**config.mk**
```make
export PLATFORM = sky130hd
export DESIGN_NAME = conv_enc_bist
export DESIGN_NICKNAME = d
export VERILOG_FILES = /design/src/rtl/bist_pkg.sv /design/src/rtl/bist_delay_line.sv /design/src/rtl/conv_enc_bist.sv
export SDC_FILE = /design/constraint.sdc
export NUM_CORES = 1
export LEC_CHECK = 0
export BUFFER_PORTS_ARGS = -buffer_cell sky130_fd_sc_hd__buf_2
export CORE_ASPECT_RATIO = 1.4
export CORE_MARGIN = 2
export CORE_UTILIZATION = 42
export CTS_CLUSTER_DIAMETER = 40
export DETAILED_ROUTE_END_ITERATION = 10
export PLACE_DENSITY = 0.61
export SYNTH_ARGS = -nofsm -noshare
export SYNTH_HDL_FRONTEND = slang
export SYNTH_SLANG_ARGS = --single-unit
```
**constraint.sdc**
```tcl
create_clock -name clk -period 1.7 [get_ports clk]
set_input_delay 0.17 -clock clk [delete_from_list [all_inputs] [get_ports clk]]
set_output_delay 0.17 -clock clk [all_outputs]
set_load 0.005 [all_outputs]
```
**src/rtl/bist_pkg.sv**
```systemverilog
// Shared constants for the convolutional-encoder BIST engine: mode encodings,
// default generator polynomials and the default PRBS tap/seed values.
package bist_pkg;

  typedef enum logic [1:0] {
    MODE_FREE  = 2'b00,
    MODE_SELF  = 2'b01,
    MODE_ALT   = 2'b10,
    MODE_ALT_B = 2'b11
  } mode_e;

  localparam logic [7:0] PRBS_TAPS_DEF = 8'h8E;
  localparam logic [7:0] PRBS_SEED_DEF = 8'h01;
  localparam logic [2:0] G0_DEF        = 3'b111;
  localparam logic [2:0] G1_DEF        = 3'b101;

endpackage

```
**src/rtl/bist_delay_line.sv**
```systemverilog
// Width x depth shift register that advances only on enabled cycles;
// used to delay-match the reference tag against the decoder latency.
module bist_delay_line
  import bist_pkg::*;
#(
  parameter int unsigned W     = 3,
  parameter int unsigned DEPTH = 36
) (
  input  logic         clk,
  input  logic         rst_n,
  input  logic         en,
  input  logic [W-1:0] d,
  output logic [W-1:0] q
);

  logic [W-1:0] sr [DEPTH];

  always_ff @(posedge clk or negedge rst_n) begin
    if (!rst_n) begin
      for (int unsigned i = 0; i < DEPTH; i++) sr[i] <= '0;
    end else if (en) begin
      sr[0] <= d;
      for (int unsigned i = 1; i < DEPTH; i++) sr[i] <= sr[i-1];
    end
  end

  assign q = sr[DEPTH-1];

endmodule

```
**src/rtl/conv_enc_bist.sv**
```systemverilog
// PRBS source, rate-1/2 convolutional encoder, frame/sync generator and
// delay-matched scorer that grades the Viterbi decoder output on-chip.
module conv_enc_bist
  import bist_pkg::*;
#(
  parameter int unsigned       PRBS_W    = 8,
  parameter logic [PRBS_W-1:0] PRBS_TAPS = PRBS_W'(PRBS_TAPS_DEF),
  parameter logic [PRBS_W-1:0] PRBS_SEED = PRBS_W'(PRBS_SEED_DEF),
  parameter int unsigned       K         = 3,
  parameter logic [K-1:0]      G0        = K'(G0_DEF),
  parameter logic [K-1:0]      G1        = K'(G1_DEF),
  parameter int unsigned       FRAME_LEN = 100,
  parameter int unsigned       DELAY     = 36,
  parameter int unsigned       CNT_W     = 16
) (
  input  logic             clk,
  input  logic             rst_n,
  input  logic             en_i,
  input  logic [1:0]       mode_i,
  input  logic             clr_i,
  output logic             sync_o,
  output logic             self_test_o,
  output logic [1:0]       y_o,
  output logic             orig_bit_o,
  output logic             ref_bit_o,
  input  logic             dut_valid_i,
  input  logic             dut_bit_i,
  output logic             mismatch_o,
  output logic [CNT_W-1:0] st_bits_o,
  output logic [CNT_W-1:0] st_errs_o,
  output logic [CNT_W-1:0] fr_bits_o,
  output logic [CNT_W-1:0] fr_errs_o
);

  localparam int unsigned   CW       = $clog2(FRAME_LEN + 1);
  localparam logic [CW-1:0] CNT_LAST = CW'(FRAME_LEN);

  logic [CW-1:0]     cnt;
  logic [PRBS_W-1:0] lfsr;
  logic [K-2:0]      h;
  logic [K-1:0]      v;
  logic              st_next;
  logic              tag_mode, tag_sync;
  logic              score, err;

  function automatic logic [CNT_W-1:0] sat_inc(input logic [CNT_W-1:0] c, input logic inc);
    return (inc && (c != '1)) ? c + CNT_W'(1) : c;
  endfunction

  assign sync_o     = (cnt == CNT_LAST);
  assign orig_bit_o = lfsr[PRBS_W-1];
  assign v          = {orig_bit_o, h};
  assign y_o        = {^(v & G1), ^(v & G0)};

  // Mode only changes on the sync edge, so a frame is never split across modes.
  always_comb begin
    st_next = self_test_o;
    if (sync_o) begin
      case (mode_e'(mode_i))
        MODE_FREE: st_next = 1'b0;
        MODE_SELF: st_next = 1'b1;
        default:   st_next = ~self_test_o;
      endcase
    end
  end

  always_ff @(posedge clk or negedge rst_n) begin
    if (!rst_n) begin
      cnt         <= '0;
      lfsr        <= PRBS_SEED;
      h           <= '0;
      self_test_o <= 1'b0;
    end else if (en_i) begin
      cnt         <= sync_o ? '0 : cnt + CW'(1);
      lfsr        <= sync_o ? PRBS_SEED : {lfsr[PRBS_W-2:0], ^(lfsr & PRBS_TAPS)};
      h           <= sync_o ? '0 : {orig_bit_o, h[K-2:1]};
      self_test_o <= st_next;
    end
  end

  bist_delay_line #(
    .W     (3),
    .DEPTH (DELAY)
  ) u_tag_delay (
    .clk   (clk),
    .rst_n (rst_n),
    .en    (en_i),
    .d     ({orig_bit_o, self_test_o, sync_o}),
    .q     ({ref_bit_o, tag_mode, tag_sync})
  );

  assign score = en_i & dut_valid_i & ~tag_sync;
  assign err   = dut_bit_i ^ ref_bit_o;

  always_ff @(posedge clk or negedge rst_n) begin
    if (!rst_n) begin
      st_bits_o  <= '0;
      st_errs_o  <= '0;
      fr_bits_o  <= '0;
      fr_errs_o  <= '0;
      mismatch_o <= 1'b0;
    end else if (clr_i) begin
      st_bits_o  <= '0;
      st_errs_o  <= '0;
      fr_bits_o  <= '0;
      fr_errs_o  <= '0;
      mismatch_o <= 1'b0;
    end else if (score) begin
      mismatch_o <= err;
      if (tag_mode) begin
        st_bits_o <= sat_inc(st_bits_o, 1'b1);
        st_errs_o <= sat_inc(st_errs_o, err);
      end else begin
        fr_bits_o <= sat_inc(fr_bits_o, 1'b1);
        fr_errs_o <= sat_inc(fr_errs_o, err);
      end
    end
  end

endmodule

```
**Word level (Yosys, flattened, before mapping)**

Index checks and enable logic that the tools add are counted.
Widths: inputs -> output; s select.

- Flip-flop bits (word level): 191
- Bits of input ports: 8
- Output and inout port bits: 71
- Word-level logic and storage cells: 101

- $add $sub $neg: 5
- Eq/ne operators: 7
- Multiplexer cells: 22
- Bitwise gates (word level): 5
- Reduce and logical (&&, ||, !) cells: 17

Operator list:

| kind | number |
|---|---|
| $mux 16 | 16 |
| $add 16x1->16 const B | 4 |
| $ne 16x16->1 const B | 4 |
| $reduce_and 3->1 | 4 |
| $reduce_bool 2->1 | 6 |
| $mux 8 | 1 |
| $reduce_xor 8->1 | 1 |
| $add 7x1->7 const B | 1 |
| $eq 7x7->1 const B | 1 |
| $mux 7 | 1 |
| $reduce_xor 3->1 | 2 |
| $and 1x1->1 | 2 |
| $eq 2x1->1 const B | 1 |
| $logic_and 1x1->1 | 2 |
| $logic_not 2->1 | 1 |
| $mux 1 | 2 |
| $mux 2 | 1 |
| $ne 2x2->1 const B | 1 |
| $not 1->1 | 2 |
| $pmux 1 s2 | 1 |
| $reduce_and 2->1 | 1 |
| $xor 1x1->1 | 1 |

**Longest topological paths before layout**

- Word-level depth: 6
- Mapped depth: 7
- Depth with buffers taken out: 7

**By module**

From an unflattened synthesis, not the netlist that was laid out.

- Cell total of the unflattened synthesis: 737
- Area, all modules: 8818.5 µm²

By module, submodules not included:

| module | instances | cells an instance | area each (µm²) | sequential area each (µm²) |
|---|---|---|---|---|
| conv_enc_bist | 1 | 506 | 4717.0 | 2078.2 |
| bist_delay_line | 1 | 231 | 4101.4 | 2702.6 |

**Worst setup path after synthesis**

Ideal clock, no wire load.

- Kind: register -> register
- Start: reg u_tag_delay.sr (netlist bit u_tag_delay.q[1])
- End: reg fr_errs_o[10]
- Setup time: 132 ps
- Data arrival time: 1589 ps
- Required time: 1568 ps
- Path slack: -20 ps
- Cell stages (with the launch flop): 6
- Buffers on the path: 0
- Clock period less this slack: 1720 ps
- Cells stage by stage: dfrtp_1 nand4bb_1 nor4b_2 or3b_1 xor2_1 nor2_1

- Longest elaborated chain between the ends: 2

RTL lines:

| what | RTL line | source |
|---|---|---|
| start, declared | bist_delay_line.sv:16 | `logic [W-1:0] sr [DEPTH];` |
| $ne 2x2->1 (no line) | - |  |
| $reduce_and 3->1 (no line) | - |  |
| end signal, assigned | conv_enc_bist.sv:115 | `fr_errs_o <= sat_inc(fr_errs_o, err);` |
| end, declared | conv_enc_bist.sv:32 | `output logic [CNT_W-1:0] fr_errs_o` |

Every way passes these cells.
A chain may end at the register's enable or synchronous reset.

**Final worst setup path**

- Start: reg cnt[1]
- End: out sync_o

- Longest elaborated chain between the ends: 1

RTL lines:

| what | RTL line | source |
|---|---|---|
| start, declared | conv_enc_bist.sv:38 | `logic [CW-1:0] cnt;` |
| start signal, assigned | conv_enc_bist.sv:74 | `cnt <= sync_o ? '0 : cnt + CW'(1);` |
| $eq 7x7->1 | conv_enc_bist.sv:50 | `assign sync_o = (cnt == CNT_LAST);` |
| end, declared | conv_enc_bist.sv:21 | `output logic sync_o,` |

Every way passes these cells.

==> results.sh <==
export IMPL_core_area_um2=19300
export IMPL_layout_commonest_cell="dfrtp_1"
export IMPL_swShare_pct=23.0
export IMPL_syn_inst=686
export IMPL_dpl_cell_count=1053
export IMPL_cts_sinks=191
export IMPL_layout_common_cells="dfrtp_1, mux2_2, buf_4"
export IMPL_drt_iter0_drc=321
export IMPL_drive_gt1_share_pct=45.4
export IMPL_fin_hold_ws_ns=0.0393
export IMPL_synth_edf_count=0
export IMPL_p_comb_share_pct=9.9
export IMPL_avgRoutedWirePerCell_um=15.9
export IMPL_slew_headroom_pct=54.9
export IMPL_fp_dieArea_um2=20900
export IMPL_p_sw_uw=2390
export IMPL_area_growth_pct=31.7
export IMPL_ys_types=44
export IMPL_fmax_mhz=539
export IMPL_io_pins=79
export IMPL_cts_buffers=17
export IMPL_first_pass_iters=4
export IMPL_power_leakage_uw=0.00518
export IMPL_hold_path_class="input pin to flip-flop"
export IMPL_finalSetupViolations=7
export IMPL_seqPwrFrac_pct=51.1
export IMPL_grt_total_usage_pct=16.8
export IMPL_arrival_ns=1.68
export IMPL_ys_ff_latch=191
export IMPL_clock_skew_final_ns=0.00749
export IMPL_drt_drc_violations_left=0
export IMPL_fin_nets=875
export IMPL_die_w_um=123
export IMPL_vias=6028
export IMPL_fin_ws_ns=-0.155
export IMPL_async_reset_ff_share_pct=100
export IMPL_grt_pass1_wl_mm=27.9
export IMPL_cts_root_buf="clkbuf_16"
export IMPL_finalSetupTns_ns=-0.292
export IMPL_violations="setup timing"
export IMPL_dpl_hpwl_mm=11.4
export IMPL_finalNonFillerCells=1122
export IMPL_postLayoutCoreUtil_pct=56.5
export IMPL_outcome="finished with violations"
export IMPL_p_int_uw=7990
export IMPL_h_tree_depth=4
export IMPL_hold_violations=0
export IMPL_crit_required_ns=1.53
export IMPL_grt_overflow_total=0
export IMPL_cts_buffer_depth=2
export IMPL_cts_tree="done"
export IMPL_p_clk_share_pct=39.1
export IMPL_routed_wl_mm=17.8
export IMPL_ant_nets=0
export IMPL_grt_pass1_vias=6053
export IMPL_synth_main_ff_cell="dfrtp_1"
export IMPL_min_period_ns=1.85
export IMPL_rsz0062_at_grt="yes"
export IMPL_peakVddDrop_mv=0.757
export IMPL_yosysSeqAreaShare_pct=57.7
export IMPL_netlist_area_um2=8280
export IMPL_rows=60
export IMPL_drv_slew=0
export IMPL_antenna_found_initial=0
export IMPL_cp_max_fo=3
export IMPL_io_buffers=78
export IMPL_critPathLaunchType="flip-flop"
export IMPL_crit_path_end_kind="primary output"
export IMPL_grt_max_degree=138
export IMPL_via_per_inst=5.37
export IMPL_gp_congestion=0.810
export IMPL_antenna_cells=0
export IMPL_power_density_nw_per_um2=951
export IMPL_synth_nets=700
export IMPL_syn_area_per_cell_um2=12.1
export IMPL_initial_utilization_pct=42.9
export IMPL_clock_latency_ns=0.43
export IMPL_clk_pin_slew_ns=0.07
export IMPL_worst_pin_slew_ns=0.677
export IMPL_crit_type="flip-flop to primary output"
export IMPL_period_share_pct=109
export IMPL_maxCapViolations=0
export IMPL_ys_warn_count=0
export IMPL_fp_dieH_um=170
==> what timing repair did <==
action,CTS,global route
pin swaps,13,49
hold endpoints to repair,33,0
gates resized for setup,27,84
hold buffers,1,0
setup endpoints to repair,23,57
buffers inserted,9,28
==> power by group through the flow <==
stage | registers [uW] | logic [uW] | clock network [uW]
after floorplan | 5300 | 664 | 0
after global placement | 5350 | 892 | 0
after detailed placement | 5370 | 947 | 0
after CTS | 5290 | 973 | 4170
after global routing | 5360 | 1140 | 4380
final | 5300 | 1020 | 4050
==> through the flow <==
step	total power, uW	worst slack, ns	cell area [um^2]
global placement	6240	-0.0408	9450
floorplan	5960	0.00104	8280
CTS	10400	-0.124	10300
global route	10900	-0.239	10900
finish	10400	-0.155	10900
detailed placement	6320	-0.120	9450
==> flip-flops by register name, summed over array words and instances (netlist names) <==
name            cells
cnt                 7
fr_bits_o          16
fr_errs_o          16
h                   2
lfsr                8
mismatch_o          1
self_test_o         1
st_bits_o          16
st_errs_o          16
u_tag_delay.q       3
u_tag_delay.sr    105
==> metal layers <==
layer  part of all wire (%)  track usage [%]
met1                     41             19.0
met2                     53             29.9
met3                    3.8             3.95
met4                    2.5             7.00
met5                      0                0
==> worst max-delay path, cell delays in order, from the launching register on <==
cell and delay, ns:
dfrtp_1 0.40, inv_2 0.09, ha_4 0.12, nand4b_1 0.11, nor3b_2 0.27, buf_4 0.17
buf_6 0.09
==> kinds of logic (layout without fill, tap and decap cells) <==
group | after synthesis | after routing | synth area share (%)
mux | 110 | 110 | 14.9
xor+xnor | 59 | 59 | 6.33
simple gates | 220 | 220 | 14.4
flops | 191 | 191 | 57.7
compound gates | 53 | 53 | 3.57
buf+inv | 47 | 235 | 2.21
fa+ha+maj | 6 | 6 | 0.907
==> synthesized netlist by cell type (2+ instances only) <==
master	count	area, um^2
dfrtp_1	190	4750
mux2_2	106	1190
nor2_1	57	214
nand2_1	41	154
xnor2_1	38	333
nand4_1	24	150
a21oi_1	22	110
clkbuf_1	22	82.6
nand3_1	21	105
xor2_1	20	175
inv_1	18	67.6
nor3_1	17	85.1
o21ai_0	15	75.1
o22ai_1	10	62.6
nor4_1	9	56.3
and3_1	6	37.5
and4_1	6	52.6
ha_1	6	75.1
nor4b_1	6	52.6
or3_1	6	37.5
buf_2	5	25.0
and2_1	4	25.0
mux2i_1	4	40.0
nor3b_1	4	30.0
nand4b_1	3	26.3
nor4b_2	3	45.0
a211oi_1	2	15.0
a311oi_1	2	17.5
buf_1	2	7.51
nor2b_1	2	12.5
nor4_2	2	25.0
==> area by class of cell <==
cell class	instances	area, um^2
well taps	248	310
flip-flops and latches	191	4780
inverters	18	67.6
repair buffers	185	1320
clock inverters	9	135
fillers	1544	8390
multi-input cells	448	3820
clock buffers	23	468
==> worst paths after layout <==
check                                          from                        endpoint  slack (ns)  cells past startpoint
max reg2reg                fr_errs_o[1]$_DFFE_PN0P_       fr_errs_o[10]$_DFFE_PN0P_       -0.04                      6
min                                       mode_i[1]         self_test_o$_DFFE_PN0P_        0.04                      3
min in group asynchronous                     rst_n        st_bits_o[8]$_DFFE_PN0P_        0.23                      2
min reg2reg                 self_test_o$_DFFE_PN0P_         self_test_o$_DFFE_PN0P_        0.49                      1
max                              cnt[1]$_DFFE_PN0P_                          sync_o       -0.15                      6
max in group asynchronous                     rst_n  u_tag_delay.sr[49]$_DFFE_PN0P_        0.83                      3
No activity file was read; power rests on OpenSTA's default activity.
